### src/rtl/mux21_2bits_rr_arbiter.sv
// mux21_2bits_rr_arbiter
// Round-robin arbiter and sequencer for the 2:1, 2-bit mux datapath. Two
// valid/ready requesters share one registered output channel. The arbiter
// picks a requester and drives the mux select. It captures the chosen word
// into the output register and tracks back-pressure from downstream.
//
// Parameters:
//   WIDTH        data width of each requester and of the output word
//   FIRST_GRANT  channel granted first after reset when both request
//
// Ports:
//   clk                   rising-edge clock
//   reset                 synchronous, active-high reset
//   in0_valid/data/ready  requester 0 handshake
//   in1_valid/data/ready  requester 1 handshake
//   out_valid/data/ready  registered output channel
//   selector              which requester supplied the word in the output register
//   busy                  output is stalled (out_valid && !out_ready)
//
// Optional build macro MUX21_ARB_STATS_EN adds these outputs:
//   cnt0, cnt1  wrapping per-channel accept counters
//   stall_cnt   saturating stall-cycle counter
module mux21_2bits_rr_arbiter #(
   parameter int WIDTH       = 2,
   parameter bit FIRST_GRANT = 1'b0
) (
   input  logic             clk,
   input  logic             reset,
   input  logic             in0_valid,
   input  logic [WIDTH-1:0] in0_data,
   output logic             in0_ready,
   input  logic             in1_valid,
   input  logic [WIDTH-1:0] in1_data,
   output logic             in1_ready,
   output logic             out_valid,
   output logic [WIDTH-1:0] out_data,
   input  logic             out_ready,
   output logic             selector,
`ifdef MUX21_ARB_STATS_EN
   output logic [7:0]       cnt0,
   output logic [7:0]       cnt1,
   output logic [7:0]       stall_cnt,
`endif
   output logic             busy
);

   typedef enum logic {EMPTY = 1'b0, FULL = 1'b1} state_t;

   state_t state;
   logic   last_sel;
   logic   load_en;
   logic   grant_valid;
   logic   grant;

   // When both requesters are valid, the grant goes to the channel that was
   // not served last. When only one is valid, that one wins. A lone
   // requester therefore gets every slot, and no slot is left idle.
   always_comb begin
      grant_valid = in0_valid || in1_valid;
      grant       = 1'b0;
      if (in0_valid && in1_valid)
         grant = !last_sel;
      else if (in1_valid)
         grant = 1'b1;
   end

   // The output register can take a new word when it is empty or when it is
   // draining in this cycle. Draining and refilling together gives full
   // throughput. Ready is masked during reset, so no word is accepted and
   // then thrown away.
   assign load_en   = (state == EMPTY) || out_ready;
   assign in0_ready = !reset && load_en && grant_valid && !grant;
   assign in1_ready = !reset && load_en && grant_valid &&  grant;

   assign out_valid = (state == FULL);
   assign busy      = out_valid && !out_ready;

   // Two-state output register. out_data and selector change only when a
   // word is accepted. When a load slot has no grant, only the valid flag is
   // cleared, and the stale word stays in the register.
   always_ff @(posedge clk) begin
      if (reset) begin
         state    <= EMPTY;
         out_data <= '0;
         selector <= 1'b0;
         last_sel <= !FIRST_GRANT;
      end else if (load_en) begin
         if (grant_valid) begin
            out_data <= grant ? in1_data : in0_data;
            selector <= grant;
            last_sel <= grant;
            state    <= FULL;
         end else begin
            state    <= EMPTY;
         end
      end
   end

`ifdef MUX21_ARB_STATS_EN
   // The accept counters wrap at 255. The stall counter saturates, so a long
   // stall cannot roll it back to a small value.
   always_ff @(posedge clk) begin
      if (reset) begin
         cnt0      <= 8'd0;
         cnt1      <= 8'd0;
         stall_cnt <= 8'd0;
      end else begin
         if (in0_valid && in0_ready)
            cnt0 <= cnt0 + 8'd1;
         if (in1_valid && in1_ready)
            cnt1 <= cnt1 + 8'd1;
         if (busy && (stall_cnt != 8'hFF))
            stall_cnt <= stall_cnt + 8'd1;
      end
   end
`endif

endmodule

### config.mk
export PLATFORM = sky130hd
export DESIGN_NAME = mux21_2bits_rr_arbiter
export DESIGN_NICKNAME = d
export VERILOG_FILES = /design/src/rtl/mux21_2bits_rr_arbiter.sv
export SDC_FILE = /design/constraint.sdc
export NUM_CORES = 1
export LEC_CHECK = 0
export CAP_MARGIN = 30
export CELL_PAD_IN_SITES_DETAIL_PLACEMENT = 1
export CELL_PAD_IN_SITES_GLOBAL_PLACEMENT = 1
export CORE_AREA = 2 2 39 41
export DETAILED_ROUTE_END_ITERATION = 7
export DIE_AREA = 0 0 41 43
export PLACE_DENSITY = 0.64
export SYNTH_ARGS = -nofsm -noshare
export SYNTH_HDL_FRONTEND = slang
export SYNTH_SLANG_ARGS = --single-unit
export TNS_END_PERCENT = 5
### constraint.sdc
create_clock -name clk -period 2.7 [get_ports clk]
set_clock_uncertainty 0.15 [all_clocks]
set_input_delay 0.27 -clock clk [delete_from_list [all_inputs] [get_ports clk]]
set_output_delay 0.27 -clock clk [all_outputs]
set_load 0.05 [all_outputs]
* Word level (Yosys, flattened, before mapping)
Index checks and enable logic that the tools add are counted.
Word-level totals: output and inout bits 7, input bits 9, logic and storage cells 22, flip-flop bits (word level) 5
Cells by class: muxes and demuxes 4, reductions and logical operators 13, bitwise operators 1
Operator list (count):
- $logic_and A1 B1 Y1 | 6
- $logic_not A1 Y1 | 4
- $mux W1 | 3
- $logic_or A1 B1 Y1 | 2
- $mux W2 | 1
- $reduce_and A2 Y1 | 1
- $not A1 Y1 | 1

* Longest topological paths before layout
word-level depth 5, depth in mapped cells 4, depth with buffers taken out 4

* Worst setup path after synthesis
Ideal clock, no wire load.
path kind register to output, start register state (netlist: out_valid), end output port in0_ready, slack -0.190 ns, arrival time 2.470 ns, cell stages (with the launch flop) 4, required time 2.280 ns, buffers on the path 0, cell sequence dfxtp_1 -> nand2b_1 -> inv_2 -> nor4_1
Between the ends: longest elaborated chain between the ends 5
RTL lines:
- from (decl) | line 49 | state_t state;
- from (signal assigned) | line 83 | state <= EMPTY;
- from (signal assigned) | line 92 | state <= FULL;
- from (signal assigned) | line 94 | state <= EMPTY;
- $not A1 Y1 | line 71 | assign load_en = (state == EMPTY) || out_ready;
- $logic_or A1 B1 Y1 | line 71
- $logic_and A1 B1 Y1 (3 in series) | line 72 | assign in0_ready = !reset && load_en && grant_valid && !grant;
- to (decl) | line 31 | output logic in0_ready,
No other way between the ends.

* Worst setup path in the final report
start input port out_ready, end output port busy
Between the ends: longest elaborated chain between the ends 2
RTL lines:
- from (decl) | line 37 | input logic out_ready,
- $logic_not A1 Y1 | line 76 | assign busy = out_valid && !out_ready;
- $logic_and A1 B1 Y1 | line 76
- to (decl) | line 44 | output logic busy
No other way between the ends.

==> impl_metrics.csv <==
group,metric,value,unit
outcome,status,"finished clean",
worst_setup_path,crit_arrival,1860,ps
clock_tree,cts_resized,0,
synth,synth.distinct_cells,14,
placed_design,gp_congestion,0.693,
worst_setup_path,rr_worst_depth,3,
synth,seq_area_frac_synth,42.6,%
sta,slew_headroom,66.6,%
die,coreArea,0.00138,mm2
grt,grt_pass1_wl,993,um
synth,syn_inst,26,
sta,worstMarginPinSlew,500,ps
drt,post_drt_wl_per_cell,10.9,um
placed_design,io_buffer_count,15,
sta,setup_viol,0,
drt,ant_nets,0,
worst_setup_path,crit_required,2280,ps
cells_and_area,final_util,31.3,%
worst_setup_path,path_max_fanout,7,
cells_and_area,layout_common_cells,"13 x clkdlybuf4s50_1, 5 x a21oi_1, 5 x dfxtp_1",
grt,grt_antenna_before_repair,0,
sta,fmax,439,MHz
grt,grt_pass1_vias,269,
clock_tree,ctsHtreeMaxLevel,1,
worst_setup_path,crit_slowest_cell,"clkdlybuf4s50_1",
power,power_density,576,mW/mm2
die,rows,14,
cells_and_area,antenna_cells,0,
drt,wl,665,um
clock_tree,clockBufferDepth,2,
synth,syn_area_per_cell,9.05,um2
clock_tree,tritoncts,"built",
drt,drc,0,
synth,synth_nets,35,
synth,yosysWarnings,0,
worst_setup_path,crit_top_cell,"clkdlybuf4s50_1",
clock_tree,postCtsSetupRepairBufs,0,
worst_setup_path,crit_path_end_kind,"primary output",
sta,tns,0,ps
worst_setup_path,path_cells,"clkdlybuf4s50_1 -> nand2b_1 -> inv_2 -> clkdlybuf4s50_1",
cells_and_area,drive_above_1_share,17.8,%
die,die-area,0.00176,mm2
power,ir_drop,0.162,mV
cells_and_area,final_common_cell,"clkdlybuf4s50_1",
sta,final_max_slew_viol_count,0,
grt,grt.overflow.total,0,
die,start_util,17.0,%
clock_tree,cts-root-buf,"clkbuf_4",
grt,grt_max_degree,8,
clock_tree,hold_buffers,0,
power,p_leak,0.174,nW
cells_and_area,nFillCells,171,
clock_tree,clkTransAtPathRegs,40,ps
clock_tree,insertion_delay,240,ps
min_path,hold_end,"selector",
synth,syn_area,235,um2
die,io_pins,16,
drt,drtIter0Drc,2,
worst_setup_path,worstSetupPathType,"input port to primary output",
die,die_w,41,um
placed_design,dp_hpwl,503,um
cells_and_area,nNetsFinal,55,
sta,post-route-min-period,2280,ps
sta,rsz0062_at_grt,"false",
drt,via_per_inst,4.44,
die,die_h,43,um
cells_and_area,syn_to_final_growth,84.0,%
worst_setup_path,reg2reg_from,"out_valid",
worst_setup_path,r2r-end,"last_sel",
clock_tree,cts-buffers-inserted,3,
sta,hold_viol,0,
run,drv_cap,0,
drt,dr_total_vias,271,
synth,synth-seq-cells,5,
sta,fin_crit_sh,84.4,%
clock_tree,cts.sinks,5,
worst_setup_path,critPathLaunchType,"input port",
min_path,hold_depth,2,
worst_setup_path,cpPeakStageDelay,810,ps
drt,drtPass1Iterations,2,
grt,grt_usage,9.24,%
min_path,hp-class,"flip-flop to flip-flop",
worst_setup_path,r2r_setup_slack,1490,ps
min_path,holdCritStartpoint,"selector",
-- cell families (layout without fill, tap and decap cells) --
family | count (synthesis) | after routing | synth area share (%)
DFF | 5 | 5 | 42.6
AOI/OAI and AO/OA | 10 | 10 | 31.4
muxes | 2 | 2 | 8.51
and+or+nand+nor | 7 | 7 | 14.4
buffers and inverters | 2 | 21 | 3.19
-- final cells by class --
type	instances	area, um2	area share, %
well taps	16	20.0	4.62
repair buffers	15	145	33.5
multi-input cells	19	134	30.9
clock buffers	4	26.3	6.07
flip-flops and latches	5	100	23.1
inverters	2	7.51	1.73
-- sequential cells by signal (all words and copies together), names as in the netlist --
signal	cells
last_sel	1
selector	1
out_valid	1
out_data	2
-- stage by stage --
stage | power (mW) | hold WS (ps) | cells | worst slack [ps] | instance area (um2)
6_report | 0.249 | 332 | 61 | 421 | 433
5_1_grt | 0.263 | 386 | 61 | 360 | 433
4_1_cts | 0.254 | 334 | 61 | 425 | 433
3_5_place_dp | 0.163 | 325 | 57 | 432 | 407
3_3_place_gp | 0.162 | 331 | 57 | 427 | 407
2_1_floorplan | 0.131 | 189 | 26 | 389 | 241
-- cells in the mapped netlist --
library cell | number | area share (%)
a21oi_1 | 5 | 11
dfxtp_1 | 5 | 43
nor2_1 | 3 | 4.8
a211oi_1 | 2 | 6.4
mux2i_1 | 2 | 8.5
a21boi_4 | 1 | 8.0
a311o_1 | 1 | 4.3
inv_1 | 1 | 1.6
inv_2 | 1 | 1.6
nand2_1 | 1 | 1.6
nand2b_1 | 1 | 2.7
nor4_1 | 1 | 2.7
o21ai_0 | 1 | 2.1
or2_1 | 1 | 2.7
-- worst max-delay path, delay by kind of cell --
kind,cells,cell delay [ps]
buffers and inverters,3,1330
and+or+nand+nor,1,250
-- per-layer routing --
layer / vias to the layer above / global-route usage (%) / share of wire [%]
met5: - / 0 / 0
met4: 0 / 14.0 / 5.4
met3: 4 / 1.57 / 6.3
met2: 14 / 10.6 / 39
met1: 120 / 10.9 / 49
li1: 133 / - / -
-- worst max-delay path by stage --
stage	startpoint	to	slack (ps)	cells after the start
detailed placement	out_ready	busy	430	4
CTS	out_ready	busy	420	4
finish	out_ready	busy	420	4
global placement	out_ready	busy	430	4
floorplan	out_valid	in0_ready	390	3
global route	out_ready	busy	360	4
-- power by group --
part           leakage [nW]  switching (mW)  internal (mW)
combinational         0.117          0.0453         0.0316
clock                0.0150          0.0326         0.0560
sequential           0.0417         0.00353         0.0804
No activity file was read; power rests on OpenSTA's default activity.
